[src/rtl/game_sequencer_pkg.sv]
// Shared types and constants for the game sequencer: phase encoding,
// the USB keycodes it reacts to, and the boss-level rule.
package game_pkg;

    typedef enum logic [2:0] {
        ST_START,
        ST_LOGO,
        ST_PLAY,
        ST_PAUSE,
        ST_DYING,
        ST_GAMEOVER,
        ST_WIN
    } game_state_t;

    localparam logic [7:0] KEY_START = 8'h28;  // Enter
    localparam logic [7:0] KEY_PAUSE = 8'h13;  // P

    // A level is a boss level when it is a multiple of the boss spacing.
    function automatic logic is_boss(input int level, input int every);
        return (every > 0) && ((level % every) == 0);
    endfunction

endpackage

[src/rtl/game_sequencer_if.sv]
// Keyboard/game-event inputs and phase/level/lives outputs of the game
// sequencer. The slave side is the sequencer; the master side drives events.
interface game_sequencer_if #(
    parameter int NUM_LEVELS = 4,
    parameter int LIVES      = 3
);
    localparam int LEVEL_W = $clog2(NUM_LEVELS + 1);
    localparam int LIVES_W = $clog2(LIVES + 1);

    logic               frame_tick;
    logic [7:0]         keycode;
    logic               died;
    logic               wave_cleared;

    logic               start;
    logic               play;
    logic               boss_logo;
    logic               paused;
    logic               gameover;
    logic               win;
    logic               boss_fight;
    logic [LEVEL_W-1:0] level;
    logic [LIVES_W-1:0] lives;
    logic               respawn;

    modport master (
        output frame_tick, keycode, died, wave_cleared,
        input  start, play, boss_logo, paused, gameover, win,
               boss_fight, level, lives, respawn
    );

    modport slave (
        input  frame_tick, keycode, died, wave_cleared,
        output start, play, boss_logo, paused, gameover, win,
               boss_fight, level, lives, respawn
    );
endinterface

[src/rtl/game_sequencer_frame_timer.sv]
// Loadable frame down-counter. A load of N expires on the (N+1)th tick
// after the load cycle: done = (count == 0) && frame_tick.
module frame_timer #(
    parameter int WIDTH = 7
) (
    input  logic             Clk,
    input  logic             Reset_n,
    input  logic             load,
    input  logic [WIDTH-1:0] value,
    input  logic             frame_tick,
    output logic             done
);
    logic [WIDTH-1:0] count_q;
    logic [WIDTH-1:0] count_d;

    // Load wins over counting; count saturates at zero.
    always_comb begin
        // NOTE: default first so every path assigns count_d and no latch is inferred.
        count_d = count_q;
        if (load) begin
            count_d = value;
        end else if (frame_tick && (count_q != '0)) begin
            count_d = count_q - WIDTH'(1);
        end
    end

    // Counter register with synchronous active-low clear.
    always_ff @(posedge Clk) begin
        // NOTE: non-blocking assignments keep register updates order-independent.
        if (!Reset_n) begin
            count_q <= '0;
        end else begin
            count_q <= count_d;
        end
    end

    assign done = frame_tick && (count_q == '0);

endmodule

[src/rtl/game_sequencer.sv]
// Top-level game phase controller: attract screen, multi-level play with
// lives, boss logo, death delay, game over and win.
// Optional feature macro: GAME_PAUSE_EN compiles in the PAUSE state and
// Pause-key handling; without it 'paused' is tied low and P is ignored.
module game_sequencer
    import game_pkg::*;
#(
    parameter int NUM_LEVELS   = 4,
    parameter int LIVES        = 3,
    parameter int BOSS_EVERY   = 2,
    parameter int LOGO_FRAMES  = 120,
    parameter int DEATH_FRAMES = 60
) (
    input  logic            Clk,
    input  logic            Reset_n,
    game_sequencer_if.slave bus
);
    localparam int LEVEL_W    = $clog2(NUM_LEVELS + 1);
    localparam int LIVES_W    = $clog2(LIVES + 1);
    localparam int MAX_FRAMES = (LOGO_FRAMES > DEATH_FRAMES) ? LOGO_FRAMES : DEATH_FRAMES;
    localparam int TIMER_W    = $clog2(MAX_FRAMES + 1);

    localparam logic [TIMER_W-1:0] LOGO_LOAD  = TIMER_W'(LOGO_FRAMES);
    localparam logic [TIMER_W-1:0] DEATH_LOAD = TIMER_W'(DEATH_FRAMES);

    game_state_t        state_q, state_d;
    logic [LEVEL_W-1:0] level_q, level_d;
    logic [LIVES_W-1:0] lives_q, lives_d;
    logic [7:0]         key_q;
    logic               respawn_q, respawn_d;

    logic               timer_load;
    logic [TIMER_W-1:0] timer_value;
    logic               timer_tick;
    logic               timer_done;
    logic               start_ev;

    // Key events fire once per press: current code differs from last cycle's.
    assign start_ev   = (bus.keycode == KEY_START) && (key_q != KEY_START);
`ifdef GAME_PAUSE_EN
    logic pause_ev;
    assign pause_ev   = (bus.keycode == KEY_PAUSE) && (key_q != KEY_PAUSE);
`endif

    // The timer only advances in the two timed phases, so PAUSE freezes nothing.
    assign timer_tick = bus.frame_tick && ((state_q == ST_LOGO) || (state_q == ST_DYING));

    frame_timer #(.WIDTH(TIMER_W)) u_timer (
        .Clk        (Clk),
        .Reset_n    (Reset_n),
        .load       (timer_load),
        .value      (timer_value),
        .frame_tick (timer_tick),
        .done       (timer_done)
    );

    // Phase transitions, level/lives bookkeeping and timer loads.
    always_comb begin
        state_d     = state_q;
        level_d     = level_q;
        lives_d     = lives_q;
        respawn_d   = 1'b0;
        timer_load  = 1'b0;
        timer_value = '0;
        case (state_q)
            ST_START: begin
                if (start_ev) begin
                    level_d = LEVEL_W'(1);
                    lives_d = LIVES_W'(LIVES);
                    if (is_boss(1, BOSS_EVERY)) begin
                        timer_load  = 1'b1;
                        timer_value = LOGO_LOAD;
                        state_d     = ST_LOGO;
                    end else begin
                        state_d = ST_PLAY;
                    end
                end
            end
            ST_LOGO: begin
                if (timer_done) state_d = ST_PLAY;
            end
            ST_PLAY: begin
                if (bus.died) begin
                    lives_d     = lives_q - LIVES_W'(1);
                    timer_load  = 1'b1;
                    timer_value = DEATH_LOAD;
                    state_d     = ST_DYING;
                end else if (bus.wave_cleared) begin
                    if (level_q == LEVEL_W'(NUM_LEVELS)) begin
                        state_d = ST_WIN;
                    end else begin
                        level_d = level_q + LEVEL_W'(1);
                        if (is_boss(int'(level_q) + 1, BOSS_EVERY)) begin
                            timer_load  = 1'b1;
                            timer_value = LOGO_LOAD;
                            state_d     = ST_LOGO;
                        end
                    end
                end
`ifdef GAME_PAUSE_EN
                else if (pause_ev) begin
                    state_d = ST_PAUSE;
                end
`endif
            end
`ifdef GAME_PAUSE_EN
            ST_PAUSE: begin
                if (pause_ev) state_d = ST_PLAY;
            end
`endif
            ST_DYING: begin
                if (timer_done) begin
                    if (lives_q == '0) begin
                        state_d = ST_GAMEOVER;
                    end else begin
                        respawn_d = 1'b1;
                        state_d   = ST_PLAY;
                    end
                end
            end
            ST_GAMEOVER, ST_WIN: begin
                if (start_ev) state_d = ST_START;
            end
            default: state_d = ST_START;
        endcase
    end

    // State, bookkeeping and key-history registers.
    always_ff @(posedge Clk) begin
        if (!Reset_n) begin
            state_q   <= ST_START;
            level_q   <= LEVEL_W'(1);
            lives_q   <= LIVES_W'(LIVES);
            key_q     <= '0;
            respawn_q <= 1'b0;
        end else begin
            state_q   <= state_d;
            level_q   <= level_d;
            lives_q   <= lives_d;
            key_q     <= bus.keycode;
            respawn_q <= respawn_d;
        end
    end

    assign bus.start      = (state_q == ST_START);
    assign bus.play       = (state_q == ST_PLAY) || (state_q == ST_DYING);
    assign bus.boss_logo  = (state_q == ST_LOGO);
`ifdef GAME_PAUSE_EN
    assign bus.paused     = (state_q == ST_PAUSE);
`else
    assign bus.paused     = 1'b0;
`endif
    assign bus.gameover   = (state_q == ST_GAMEOVER);
    assign bus.win        = (state_q == ST_WIN);
    assign bus.boss_fight = is_boss(int'(level_q), BOSS_EVERY) &&
                            ((state_q == ST_PLAY) || (state_q == ST_PAUSE) || (state_q == ST_DYING));
    assign bus.level      = level_q;
    assign bus.lives      = lives_q;
    assign bus.respawn    = respawn_q;

endmodule

[src/flat_wrapper.sv]
// flat-port wrapper written by rule: the top's interface ports become plain ports
module game_sequencer_flat import game_pkg::*;
#(
    parameter int NUM_LEVELS   = 4,
    parameter int LIVES        = 3,
    parameter int BOSS_EVERY   = 2,
    parameter int LOGO_FRAMES  = 120,
    parameter int DEATH_FRAMES = 60
)
  (Clk, Reset_n, bus_frame_tick, bus_keycode, bus_died, bus_wave_cleared, bus_start, bus_play, bus_boss_logo, bus_paused, bus_gameover, bus_win, bus_boss_fight, bus_level, bus_lives, bus_respawn);
  game_sequencer_if #(.NUM_LEVELS(NUM_LEVELS), .LIVES(LIVES)) bus_i ();
  input  logic Clk;
  input  logic Reset_n;
  input wire logic [$bits(bus_i.frame_tick)-1:0] bus_frame_tick;
  input wire logic [$bits(bus_i.keycode)-1:0] bus_keycode;
  input wire logic [$bits(bus_i.died)-1:0] bus_died;
  input wire logic [$bits(bus_i.wave_cleared)-1:0] bus_wave_cleared;
  output wire logic [$bits(bus_i.start)-1:0] bus_start;
  output wire logic [$bits(bus_i.play)-1:0] bus_play;
  output wire logic [$bits(bus_i.boss_logo)-1:0] bus_boss_logo;
  output wire logic [$bits(bus_i.paused)-1:0] bus_paused;
  output wire logic [$bits(bus_i.gameover)-1:0] bus_gameover;
  output wire logic [$bits(bus_i.win)-1:0] bus_win;
  output wire logic [$bits(bus_i.boss_fight)-1:0] bus_boss_fight;
  output wire logic [$bits(bus_i.level)-1:0] bus_level;
  output wire logic [$bits(bus_i.lives)-1:0] bus_lives;
  output wire logic [$bits(bus_i.respawn)-1:0] bus_respawn;
  assign bus_i.frame_tick = bus_frame_tick;
  assign bus_i.keycode = bus_keycode;
  assign bus_i.died = bus_died;
  assign bus_i.wave_cleared = bus_wave_cleared;
  assign bus_start = bus_i.start;
  assign bus_play = bus_i.play;
  assign bus_boss_logo = bus_i.boss_logo;
  assign bus_paused = bus_i.paused;
  assign bus_gameover = bus_i.gameover;
  assign bus_win = bus_i.win;
  assign bus_boss_fight = bus_i.boss_fight;
  assign bus_level = bus_i.level;
  assign bus_lives = bus_i.lives;
  assign bus_respawn = bus_i.respawn;
  game_sequencer #(.NUM_LEVELS(NUM_LEVELS), .LIVES(LIVES), .BOSS_EVERY(BOSS_EVERY), .LOGO_FRAMES(LOGO_FRAMES), .DEATH_FRAMES(DEATH_FRAMES)) u_core (.Clk(Clk), .Reset_n(Reset_n), .bus(bus_i));
endmodule
[config.mk]
export PLATFORM = sky130hd
export DESIGN_NAME = game_sequencer_flat
export DESIGN_NICKNAME = d
export VERILOG_FILES = /design/src/rtl/game_sequencer_pkg.sv /design/src/rtl/game_sequencer_if.sv /design/src/rtl/game_sequencer_frame_timer.sv /design/src/rtl/game_sequencer.sv /design/src/flat_wrapper.sv
export SDC_FILE = /design/constraint.sdc
export NUM_CORES = 1
export LEC_CHECK = 0
export BUFFER_PORTS_ARGS = -buffer_cell sky130_fd_sc_hd__buf_2
export CORE_UTILIZATION = 49
export CTS_CLUSTER_SIZE = 8
export DETAILED_ROUTE_END_ITERATION = 12
export PLACE_DENSITY = 0.78
export SETUP_SLACK_MARGIN = 0.5
export SYNTH_ARGS = -nofsm -noshare
export SYNTH_HDL_FRONTEND = slang
export SYNTH_HIERARCHICAL = 1
export SYNTH_SLANG_ARGS = --single-unit
[constraint.sdc]
create_clock -name Clk -period 2.2 [get_ports Clk]
set_input_delay 0 -clock Clk [delete_from_list [all_inputs] [get_ports Clk]]
set_output_delay 0 -clock Clk [all_outputs]
set_load 0.01 [all_outputs]
== Word-level counts from Yosys, hierarchy flattened ==
Cells that the tools add are included.

* Bits in registers: 24
* Input bits: 13
* Output and inout port bits: 13
* Logic and storage cells: 83

* Add/subtract/negate cells: 4
* Equal/unequal tests: 19
* Mux-type cells: 31
* Bitwise gates (word level): 1
* Reduce and logical (&&, ||, !) cells: 22

{| class="wikitable"
|+ Operator list
! kind !! count
|-
| zero test 32 bit || 2
|-
| two-way mux 7 bit || 7
|-
| two-way mux 3 bit || 13
|-
| one-hot mux 3 bit (5 select lines) || 1
|-
| equality test 3 bit (second input constant) || 4
|-
| equality test 8 x 6 -> 1 bit (second input constant) || 1
|-
| != test 2 x 1 -> 1 bit (second input constant) || 4
|-
| != test 2 bit (second input constant) || 4
|-
| != test 8 x 6 -> 1 bit (second input constant) || 1
|-
| zero test 7 bit || 1
|-
| nonzero test 7 bit || 1
|-
| subtractor 7 x 1 -> 7 bit (second input constant) || 1
|-
| equality test 3 x 2 -> 1 bit (second input constant) || 2
|-
| two-way mux 1 bit || 6
|-
| one-hot mux 3 bit (2 select lines) || 1
|-
| AND reduction 3 bit || 2
|-
| AND reduction 6 bit || 1
|-
| logical AND 1 bit || 5
|-
| AND reduction 5 bit || 1
|-
| logical OR 1 bit || 4
|-
| two-way mux 2 bit || 2
|-
| != test 4 x 2 -> 1 bit (second input constant) || 1
|-
| one-hot mux 2 bit (2 select lines) || 1
|-
| nonzero test 2 bit || 2
|-
| 9 further kinds || 9
|}

== Longest topological paths before layout ==
* Depth in word-level cells: 9
* Depth in mapped cells: 10
* Mapped depth without buffers: 8

== By module ==
Netlist, hierarchy kept.

{| class="wikitable"
|+ By module, submodules not included
! module !! times used !! cells each !! area an instance (µm²) !! sequential area each (µm²)
|-
| game_sequencer || 1 || 119 || 998.5 || 340.3
|-
| frame_timer || 1 || 56 || 469.2 || 140.1
|}

== Least setup slack after synthesis ==
OpenSTA, ideal clock, no wires.

* Path type: register to register
* From: register u_core.state_q[0]
* To: register u_core.u_timer.count_q[3]
* Setup time: 0.074 ns
* Arrival: 2.062 ns
* Required time: 2.126 ns
* Path slack: 0.064 ns
* Cell stages (with the launch flop): 9
* Buffers on the path: 3
* Clock period less this slack: 2.136 ns
* Cells stage by stage: dfxtp_1 -> clkbuf_1 -> buf_2 -> xnor2_1 -> nor3b_1 -> buf_6 -> or3b_4 -> or4_1 -> a31oi_1

* Cells in the longest elaborated chain, start to end: 5
* Elaborated cells on any way between the ends: 10
* Classes of those cells: 3 x eq/ne; 3 x mux; 4 x reduce/logical

{| class="wikitable"
|+ Ends and longest elaborated chain
! item !! RTL line !! source
|-
| start, declared || game_sequencer.sv:26 || <nowiki>game_state_t state_q, state_d;</nowiki>
|-
| start signal, assigned || game_sequencer.sv:137 || <nowiki>state_q <= state_d;</nowiki>
|-
| equality test 3 x 1 -> 1 bit / equality test 3 bit (equally long branches) || game_sequencer.sv:46 || <nowiki>assign timer_tick = bus.frame_tick && ((state_q == ST_LOGO) || (state_q == ST_DYING));</nowiki>
|-
| logical OR 1 bit (*) || game_sequencer.sv:46 ||
|-
| logical AND 1 bit (*) || game_sequencer.sv:46 ||
|-
| net u_core.timer_tick || game_sequencer.sv:34 || <nowiki>logic timer_tick;</nowiki>
|-
| logical AND 1 bit (*) || game_sequencer_frame_timer.sv:22 || <nowiki>end else if (frame_tick && (count_q != '0)) begin</nowiki>
|-
| nonzero test 2 bit (no source line) (*) || n/a ||
|-
| end signal, assigned || game_sequencer_frame_timer.sv:33 || <nowiki>count_q <= count_d;</nowiki>
|-
| end, declared || game_sequencer_frame_timer.sv:13 || <nowiki>logic [WIDTH-1:0] count_q;</nowiki>
|}

Mark *: on every way through the listed nets, which the timed path passes. The rest lies on a longest branch.
A chain may end at the register's enable or synchronous reset.

== Worst setup path after layout ==
* From: register u_core.state_q[1]
* To: register u_core.state_q[1]

* Cells in the longest elaborated chain, start to end: 6
* Elaborated cells on any way between the ends: 18
* Classes of those cells: 11 x eq/ne; 1 x mux; 6 x reduce/logical

{| class="wikitable"
|+ Ends and longest elaborated chain
! item !! RTL line !! source
|-
| equality test 3 x 1 -> 1 bit / equality test 3 bit (equally long branches) || game_sequencer.sv:46, game_sequencer.sv:65 ||
|-
| logical OR 1 bit || game_sequencer.sv:46 ||
|-
| logical AND 1 bit || game_sequencer.sv:46 ||
|-
| logical AND 1 bit || game_sequencer_frame_timer.sv:37 || <nowiki>assign done = frame_tick && (count_q == '0);</nowiki>
|-
| != test 2 x 1 -> 1 bit (no source line) || n/a ||
|-
| AND reduction 6 bit (no source line) || n/a ||
|}

Several ways; a longest one is shown, not always the timed one.

==> impl_metrics.json <==
{
  "core_area_um2": 2810,
  "synth.cell_area_um2": 1470,
  "num_io_pins": 26,
  "synth_top_family_by_area": "simple AND/OR/NAND/NOR gates",
  "rsz0062_at_grt": "yes",
  "hold_path_depth": 2,
  "violations": "design-rule violations",
  "synth-xor-area-share_pct": 1.19,
  "grt_pass1_vias": 1396,
  "drc": 3,
  "leakagePower_uw": 0.000832,
  "clkLatencyLatePin_ns": 0.33,
  "max_freq_mhz": 558,
  "worstMarginPinSlew_ns": 0.616,
  "cts_buffers": 3,
  "maxCapViolations": 0,
  "cts_sinks": 24,
  "rows": 19,
  "syn_inst": 175,
  "critical_path_class": "register to register",
  "ant_nets": 0,
  "hpwl_um": 2540,
  "layout.nets": 237,
  "cts_max_level": 1,
  "hold_viol_final": 0,
  "synth_edf_count": 0,
  "yosys_warnings": 6,
  "drive_gt1_share_pct": 36.7,
  "die_y_um": 56.7,
  "vdd_drop_max_uv": 446,
  "synth_compound_area_share_pct": 24.7,
  "finalMaxSlewViolations": 0,
  "drt_pass1_iterations": 8,
  "ys_types": 52,
  "area_growth_pct": 34.0,
  "worst_setup_path_end_kind": "register",
  "drt_iter0_markers": 95,
  "period_share_pct": 81.4,
  "hp-class": "input pin to register",
  "placed_cell_area_um2": 1640,
  "startpoint_type": "register",
  "antenna_cells": 0,
  "routedWlPerCell_um": 16.3,
  "maxSlewHeadroom_pct": 58.4,
  "setup_violations": 0,
  "finalSetupTns_ns": 0,
  "utilization_pct": 70.1,
  "layout_min_cycle_time_ns": 1.79,
  "status": "finished with violations",
  "avgSynthCellArea_um2": 8.39,
  "fin_ws_ns": 0.409,
  "io_buffer_count": 24,
  "synthSimpleGateAreaFrac_pct": 27.9,
  "dp_slack_ns": 0.263,
  "gp_congestion": 0.884,
  "grt_max_degree": 27,
  "grt_pass1_wl_um": 6210,
  "clkTransAtPathRegs_ns": 0.14,
  "r2r_slack_ns": 0.41,
  "crit_arrival_ns": 2.05,
  "yosysTopAreaCellShare_pct": 32.7,
  "synth.area.mux_share_pct": 2.05,
  "ys_ff_latch": 24,
  "dieArea_um2": 3220,
  "finClkSkew_ns": 0.00518,
  "synth_area_leader_cell": "dfxtp_1",
  "power-per-cell-area_nw_per_um2": 945,
  "grt_remaining_overflow": 0,
  "grt_usage_pct": 24.5,
  "grt_antenna_before_repair": 0,
  "postLayoutCellArea_um2": 1970,
  "dieWidth_um": 56.7,
  "critPathRequiredTime_ns": 2.46,
  "ys_seq_area_share_pct": 32.7,
  "synth_common_cells": "dfxtp_1 (24), inv_1 (12), o21ai_0 (12)",
  "cp_max_fo": 11,
  "vias": 1551,
  "synthArstFlopShare_pct": 0,
  "cts_tree": "done",
  "ctsRootBufferMaster": "clkbuf_4",
  "start_util_pct": 52.3,
  "dominantRegCellSynth": "dfxtp_1",
  "avgViaCountPerCell": 6.23,
  "wl_um": 4070,
  "cts_buffer_depth": 2,
  "synthAdderAreaFrac_pct": 4.26,
  "r2r_cells": 5,
  "synth.most_common_cell": "dfxtp_1",
  "yosys-top-cells-area": "dfxtp_1 (33%), ha_1 (4.3%), o21ai_0 (4.1%)"
}
per-layer routing:
metal	vias to the layer above	share of wire (%)	GRT usage (%)	routed length, µm
li1	722	-	-	-
met1	751	42	30.4	1690
met2	53	50	43.4	2040
met3	25	3.4	2.30	139
met4	0	4.6	9.76	188
met5	-	0	0	0
timing repair:
item	CTS	global route
hold endpoints to repair	8	0
gates resized for setup	20	12
cloned	1	0
setup buffers	8	2
hold buffers	8	0
pin swaps	8	12
setup endpoints to repair	12	12
path summary, 6_finish.rpt:
check | from | endpoint
hold / removal | Reset_n | u_core/bus.lives[0]
setup reg to reg | u_core/state_q[1] | u_core/state_q[1]
hold reg to reg | u_core/u_timer/count_q[1] | u_core/u_timer/count_q[1]
setup / recovery | u_core/state_q[1] | u_core/state_q[1]
cell type report:
type,count,area [µm²]
Clock buffer,3,22.5
Tap cell,31,38.8
Clock inverter,1,30.0
Sequential cell,24,492
Timing Repair inverter,1,5.00
Multi-Input combinational cell,130,1010
Inverter,12,48.8
Fill cell,207,838
Timing Repair Buffer,47,318
worst max-delay path, stage by stage, from the launching register on:
cell	delay, ns
dfxtp_2	0.46
buf_4	0.22
nor4b_1	0.43
a21oi_2	0.08
o221ai_2	0.28
mux2i_1	0.24
power by group:
group / leakage [µW] / switching, µW / internal (µW)
Sequential: 0.000199 / 95.7 / 507
Combinational: 0.000605 / 483 / 447
Clock: 0.0000279 / 142 / 184
flip-flops by register name (all words and copies together), names as in the netlist:
name / flops
u_core/bus.level: 3
u_core/bus.respawn: 1
u_core/bus.lives: 2
u_core/key_q: 8
u_core/state_q: 3
u_core/u_timer/count_q: 7
layout by cell type, fill, tap and decap left out, types with 2 or more instances in the layout:
| master | synthesis | layout |
|---|---|---|
| a21oi_1 | 10 | 7 |
| a21o_1 | 3 | 3 |
| a311oi_1 | 2 | 2 |
| nand4_1 | 4 | 4 |
| dlygate4sd3_1 | 0 | 6 |
| conb_1 | 1 | 3 |
| o21ai_0 | 12 | 12 |
| o21a_1 | 4 | 3 |
| buf_2 | 3 | 24 |
| nand2_1 | 11 | 11 |
| and2_1 | 9 | 9 |
| or4b_4 | 2 | 3 |
| ha_4 | 0 | 2 |
| dlymetal6s4s_1 | 0 | 2 |
| dfxtp_1 | 24 | 17 |
| ha_1 | 5 | 3 |
| nor2b_1 | 2 | 2 |
| inv_1 | 12 | 8 |
| nor2_1 | 9 | 7 |
| mux2i_1 | 3 | 3 |
| a31oi_1 | 5 | 5 |
| nand3_1 | 2 | 2 |
| nor3_1 | 6 | 6 |
| clkbuf_4 | 0 | 3 |
| buf_4 | 1 | 15 |
| dfxtp_2 | 0 | 6 |
| nand2b_1 | 3 | 3 |
| inv_2 | 0 | 3 |
| nor4b_1 | 5 | 4 |
| a21oi_2 | 0 | 3 |
cells by family after synthesis:
| kind of cell | after synthesis |
|---|---|
| AND/OR/NAND/NOR | 67 |
| AO/OA/AOI/OAI | 50 |
| flip-flops | 24 |
| buffers and inverters | 23 |
| adder cells (fa/ha/maj) | 5 |
| multiplexers | 3 |
| XOR/XNOR | 2 |
| other | 1 |
through the flow:
step	instances	power (µW)	hold slack (ns)
4_1_cts	247	1770	0.0392
5_1_grt	249	1970	0.0796
3_3_place_gp	226	1250	0.212
3_5_place_dp	226	1280	0.217
6_report	249	1860	0.0602
2_1_floorplan	177	1110	0.109
Note: power is estimated with default switching activity, not from simulation.
